$ cat src/rtl/shader_dispatch_sched.sv
// Shader thread dispatch scheduler: round-robin raster requesters
// feed coordinates to the lowest free shader thread.
module shader_dispatch_sched #(
    parameter int NoR = 2,
    parameter int NoS = 4,
    parameter int DW  = 24
) (
    input  logic                       core_clock_i,
    input  logic                       core_reset_i,
    input  logic                       enable_i,
    input  logic [NoR-1:0]             req_valid_i,
    input  logic [DW*NoR-1:0]          req_data_i,
    output logic [NoR-1:0]             req_ready_o,
    input  logic [NoS-1:0]             thrend_i,
    output logic [DW-1:0]              data_o,
    output logic [NoS-1:0]             write_coords_o,
    output logic [NoS-1:0]             reset_o,
    output logic [$clog2(NoS+1)-1:0]   active_count_o,
    output logic                       idle_o
);

    localparam int CW = $clog2(NoS + 1);
    localparam int PW = (NoR > 1) ? $clog2(NoR) : 1;

    typedef enum logic [1:0] {
        FREE   = 2'd0,
        LAUNCH = 2'd1,
        BUSY   = 2'd2
    } thr_state_e;

    thr_state_e     state_q [NoS];
    thr_state_e     state_d [NoS];
    logic [PW-1:0]  rr_ptr;
    logic [PW-1:0]  gnt;
    logic [PW-1:0]  hi_idx;
    logic [PW-1:0]  lo_idx;
    logic           hi_found;
    logic [DW-1:0]  gnt_data;
    logic [NoS-1:0] free_oh;
    logic           any_free;
    logic           all_free;
    logic           dispatch;
    logic [CW-1:0]  cnt_d;

    // Round-robin pick: lowest valid index at or above rr_ptr, else wrap
    always_comb begin
        hi_found = 1'b0;
        hi_idx   = '0;
        lo_idx   = '0;
        for (int i = NoR - 1; i >= 0; i--) begin
            if (req_valid_i[i]) begin
                lo_idx = PW'(i);
                if (PW'(i) >= rr_ptr) begin
                    hi_found = 1'b1;
                    hi_idx   = PW'(i);
                end
            end
        end
        gnt      = hi_found ? hi_idx : lo_idx;
        gnt_data = '0;
        for (int i = 0; i < NoR; i++) begin
            if (gnt == PW'(i)) begin
                gnt_data = req_data_i[DW*i +: DW];
            end
        end
    end

    // Lowest-index FREE thread, plus the all-free flag for idle
    always_comb begin
        free_oh  = '0;
        any_free = 1'b0;
        all_free = 1'b1;
        for (int i = 0; i < NoS; i++) begin
            if (state_q[i] == FREE) begin
                if (!any_free) begin
                    free_oh[i] = 1'b1;
                end
                any_free = 1'b1;
            end else begin
                all_free = 1'b0;
            end
        end
    end

    assign dispatch = enable_i & any_free & (|req_valid_i) & ~core_reset_i;

    // Pop strobe to the granted requester and launch strobes to threads
    always_comb begin
        req_ready_o    = '0;
        write_coords_o = '0;
        for (int i = 0; i < NoR; i++) begin
            req_ready_o[i] = dispatch && (gnt == PW'(i));
        end
        for (int i = 0; i < NoS; i++) begin
            write_coords_o[i] = (state_q[i] == LAUNCH) && !core_reset_i;
        end
    end

    assign reset_o = write_coords_o;
    assign idle_o  = all_free && (req_valid_i == '0);

    // Per-thread next state and the resulting occupancy count
    always_comb begin
        cnt_d = '0;
        for (int i = 0; i < NoS; i++) begin
            state_d[i] = state_q[i];
            unique case (state_q[i])
                FREE:    if (dispatch && free_oh[i]) state_d[i] = LAUNCH;
                LAUNCH:  state_d[i] = BUSY;
                BUSY:    if (thrend_i[i]) state_d[i] = FREE;
                default: state_d[i] = FREE;
            endcase
            if (state_d[i] != FREE) begin
                cnt_d = cnt_d + CW'(1);
            end
        end
    end

    // Thread state registers
    always_ff @(posedge core_clock_i) begin
        if (core_reset_i) begin
            for (int i = 0; i < NoS; i++) begin
                state_q[i] <= FREE;
            end
        end else begin
            for (int i = 0; i < NoS; i++) begin
                state_q[i] <= state_d[i];
            end
        end
    end

    // Round-robin pointer, dispatched coordinates and occupancy count
    always_ff @(posedge core_clock_i) begin
        if (core_reset_i) begin
            rr_ptr         <= '0;
            data_o         <= '0;
            active_count_o <= '0;
        end else begin
            active_count_o <= cnt_d;
            if (dispatch) begin
                data_o <= gnt_data;
                rr_ptr <= (gnt == PW'(NoR - 1)) ? '0 : gnt + 1'b1;
            end
        end
    end

endmodule

$ cat config.mk
export PLATFORM = sky130hd
export DESIGN_NAME = shader_dispatch_sched
export DESIGN_NICKNAME = d
export VERILOG_FILES = /design/src/rtl/shader_dispatch_sched.sv
export SDC_FILE = /design/constraint.sdc
export NUM_CORES = 1
export LEC_CHECK = 0
export CAP_MARGIN = 40
export CORE_ASPECT_RATIO = 0.5
export CORE_UTILIZATION = 42
export DETAILED_ROUTE_END_ITERATION = 10
export PLACE_DENSITY = 0.93
export SLEW_MARGIN = 20
export SYNTH_ARGS = -nofsm -noshare
export SYNTH_HDL_FRONTEND = slang
export SYNTH_SLANG_ARGS = --single-unit
$ cat constraint.sdc
create_clock -name core_clock_i -period 5.95 [get_ports core_clock_i]
set_input_delay 1.19 -clock core_clock_i [delete_from_list [all_inputs] [get_ports core_clock_i]]
set_output_delay 1.19 -clock core_clock_i [all_outputs]
set_load 0.1 [all_outputs]
==> flow_summary.json <==
{
  "power_density_nw_per_um2": 219,
  "layout_common_cells": "clkdlybuf4s50_1, nor2_1, dfxtp_1",
  "finish.utilization": 0.824,
  "hold_viol_final": 0,
  "cp-end-kind": "primary output",
  "synth.area.top_cells": "dfxtp_1, mux2i_1, a211oi_1",
  "core_um2": 3940,
  "fin_tns_setup_ns": 0,
  "die_x_um": 93.4,
  "max_freq_mhz": 230,
  "grt-ovfl-total": 0,
  "cap_violations": 0,
  "place_congestion": 0.784,
  "final_common_cell": "clkdlybuf4s50_1",
  "initial_utilization": 0.445,
  "p_leak_uw": 0.00134,
  "cts_buffer_depth": 2,
  "firstDrtPassIters": 9,
  "root_buffer": "clkbuf_8",
  "seq_power_share": 0.369,
  "worstMarginPinSlew_ns": 0.634,
  "first_global_vias": 1806,
  "final_area_um2": 3250,
  "clockPowerShare": 0.248,
  "area_growth_pct": 85.3,
  "avgSynthCellArea_um2": 9.28,
  "dpl_cell_area_um2": 3150,
  "grt_setup_unrepaired": "no",
  "die_area_um2": 4450,
  "finalCriticalPeriod_ns": 4.35,
  "die_y_um": 47.7,
  "p_sw_uw": 263,
  "synth_cells": 189,
  "ir_worst_vdd_v": 0.000133,
  "cts_hold_buf": 0,
  "fin_crit_sh": 0.732,
  "grt_pass1_wl_um": 8690,
  "ant_nets": 0,
  "synth_nets": 249,
  "async_reset_ff_frac": 0,
  "syn-cell-area_um2": 1750,
  "row_count": 16,
  "synth_edf_count": 0,
  "crit_arrival_ns": 3.16,
  "viasPerCell": 5.40,
  "combPwrFrac": 0.383,
  "slew_headroom": 0.576,
  "dp_hpwl_um": 4360,
  "cts.clk_slew.worst_paths_ns": 0.07,
  "wire_per_inst_um": 17.2,
  "clk_latency_ns": 0.30,
  "setup_viol": 0,
  "post_cts_buffers": 0,
  "hp-class": "reg -> reg",
  "drtIter0Drc": 99,
  "synth.distinct_cells": 34,
  "synth_seq_cells": 36,
  "cts_tree": "yes",
  "worstPathMaxFanout": 38,
  "intPower_uw": 450,
  "nFillCells": 196,
  "whs_ns": 0.500,
  "critPathKind": "in -> out",
  "swShare": 0.369,
  "antennaDiodeCount": 0,
  "totalWireLength_um": 6210,
  "grt_use_total": 0.267,
  "start_kind": "primary input",
  "layout-drive-gt1-share": 0.192,
  "grt_start_max_net_pins": 39,
  "io_pins": 95,
  "slew_viol_final": 0,
  "cts_resized": 0,
  "cts.sinks": 36,
  "ys_seq_area_frac": 0.411,
  "numCtsBuffers": 5,
  "worst_clock_skew_ns": 0.0121,
  "vias": 1948,
  "critPathRequiredTime_ns": 4.76,
  "synth_warnings": 0,
  "grt_antenna_before_repair": 0,
  "htreeDepth": 2,
  "status": "complete, but fails checks",
  "synth_top_area_frac": 0.411,
  "synth_flop_cell": "dfxtp_1",
  "finalNetCount": 366,
  "drc": 2,
  "synth_top_cell_by_area": "dfxtp_1",
  "numPortBuffers": 94,
  "violations": "DRC"
}
layout make-up:
cell class / count / area [um^2] / share of cell area
Timing Repair Buffer: 126 / 1410 / 0.433
Clock buffer: 5 / 68.8 / 0.0212
Tap cell: 54 / 67.6 / 0.0208
Clock inverter: 3 / 18.8 / 0.00577
Multi-Input combinational cell: 136 / 965 / 0.297
Inverter: 1 / 3.75 / 0.00115
Sequential cell: 36 / 721 / 0.222
power by group through the flow:
stage,clock network [uW],logic [uW],registers [uW]
finish,177,273,263
global route,186,284,264
CTS,174,269,263
detailed placement,0,267,268
global placement,0,219,267
floorplan,0,65.2,350
layer usage:
metal  up-vias  GRT usage  wire [um]
li1        914          -          -
met1       917      0.302       2440
met2        95      0.509       3250
met3        22     0.0619        336
met4         0      0.126        174
met5         -          0          0
cell usage after synthesis, types with 2 or more instances:
library cell,instances
nor2_1,39
dfxtp_1,36
mux2i_1,27
a211oi_1,24
buf_2,6
clkbuf_1,6
nor3_1,6
buf_4,4
nand2b_1,4
o21ai_0,4
and2_1,3
ha_1,3
nor4_1,3
a21oi_1,2
nand2_1,2
nor3b_1,2
critical path: stages:
cell             delay (ns)
clkdlybuf4s50_1        0.39
buf_4                  0.25
nand2b_1               0.31
nor4_1                 0.60
buf_4                  0.41
metrics by stage:
step	power [uW]	setup slack (ns)	std cells
floorplan	416	0.198	189
finish	713	1.60	361
global route	735	1.52	361
CTS	706	1.41	360
detailed placement	535	1.35	352
global placement	485	1.28	323
path summary, 6_finish.rpt:
kind | startpoint | endpoint | slack (ns) | depth (start not counted)
max | core_reset_i | req_ready_o[1] | 1.60 | 5
min | data_o[19]$_SDFFE_PP0P_ | data_o[19]$_SDFFE_PP0P_ | 0.50 | 2
max reg2reg | state_q[0][1]$_SDFF_PP0_ | active_count_o[2]$_SDFF_PP0_ | 3.07 | 11
min reg2reg | data_o[19]$_SDFFE_PP0P_ | data_o[19]$_SDFFE_PP0P_ | 0.50 | 2
flip-flops by register name, indices dropped and copies added, names as in the netlist:
name,cells
rr_ptr,1
active_count_o,3
state_q,8
data_o,24
cell families after synthesis:
kind of cell | after synthesis | synth area share
buffers and inverters | 17 | 0.0492
AOI/OAI and AO/OA | 38 | 0.168
adders and majority gates | 3 | 0.0214
xor gates and xnor gates | 1 | 0.00927
and+or+nand+nor | 67 | 0.188
DFF | 36 | 0.411
muxes | 27 | 0.154
Power figures use the tool's default switching activity.
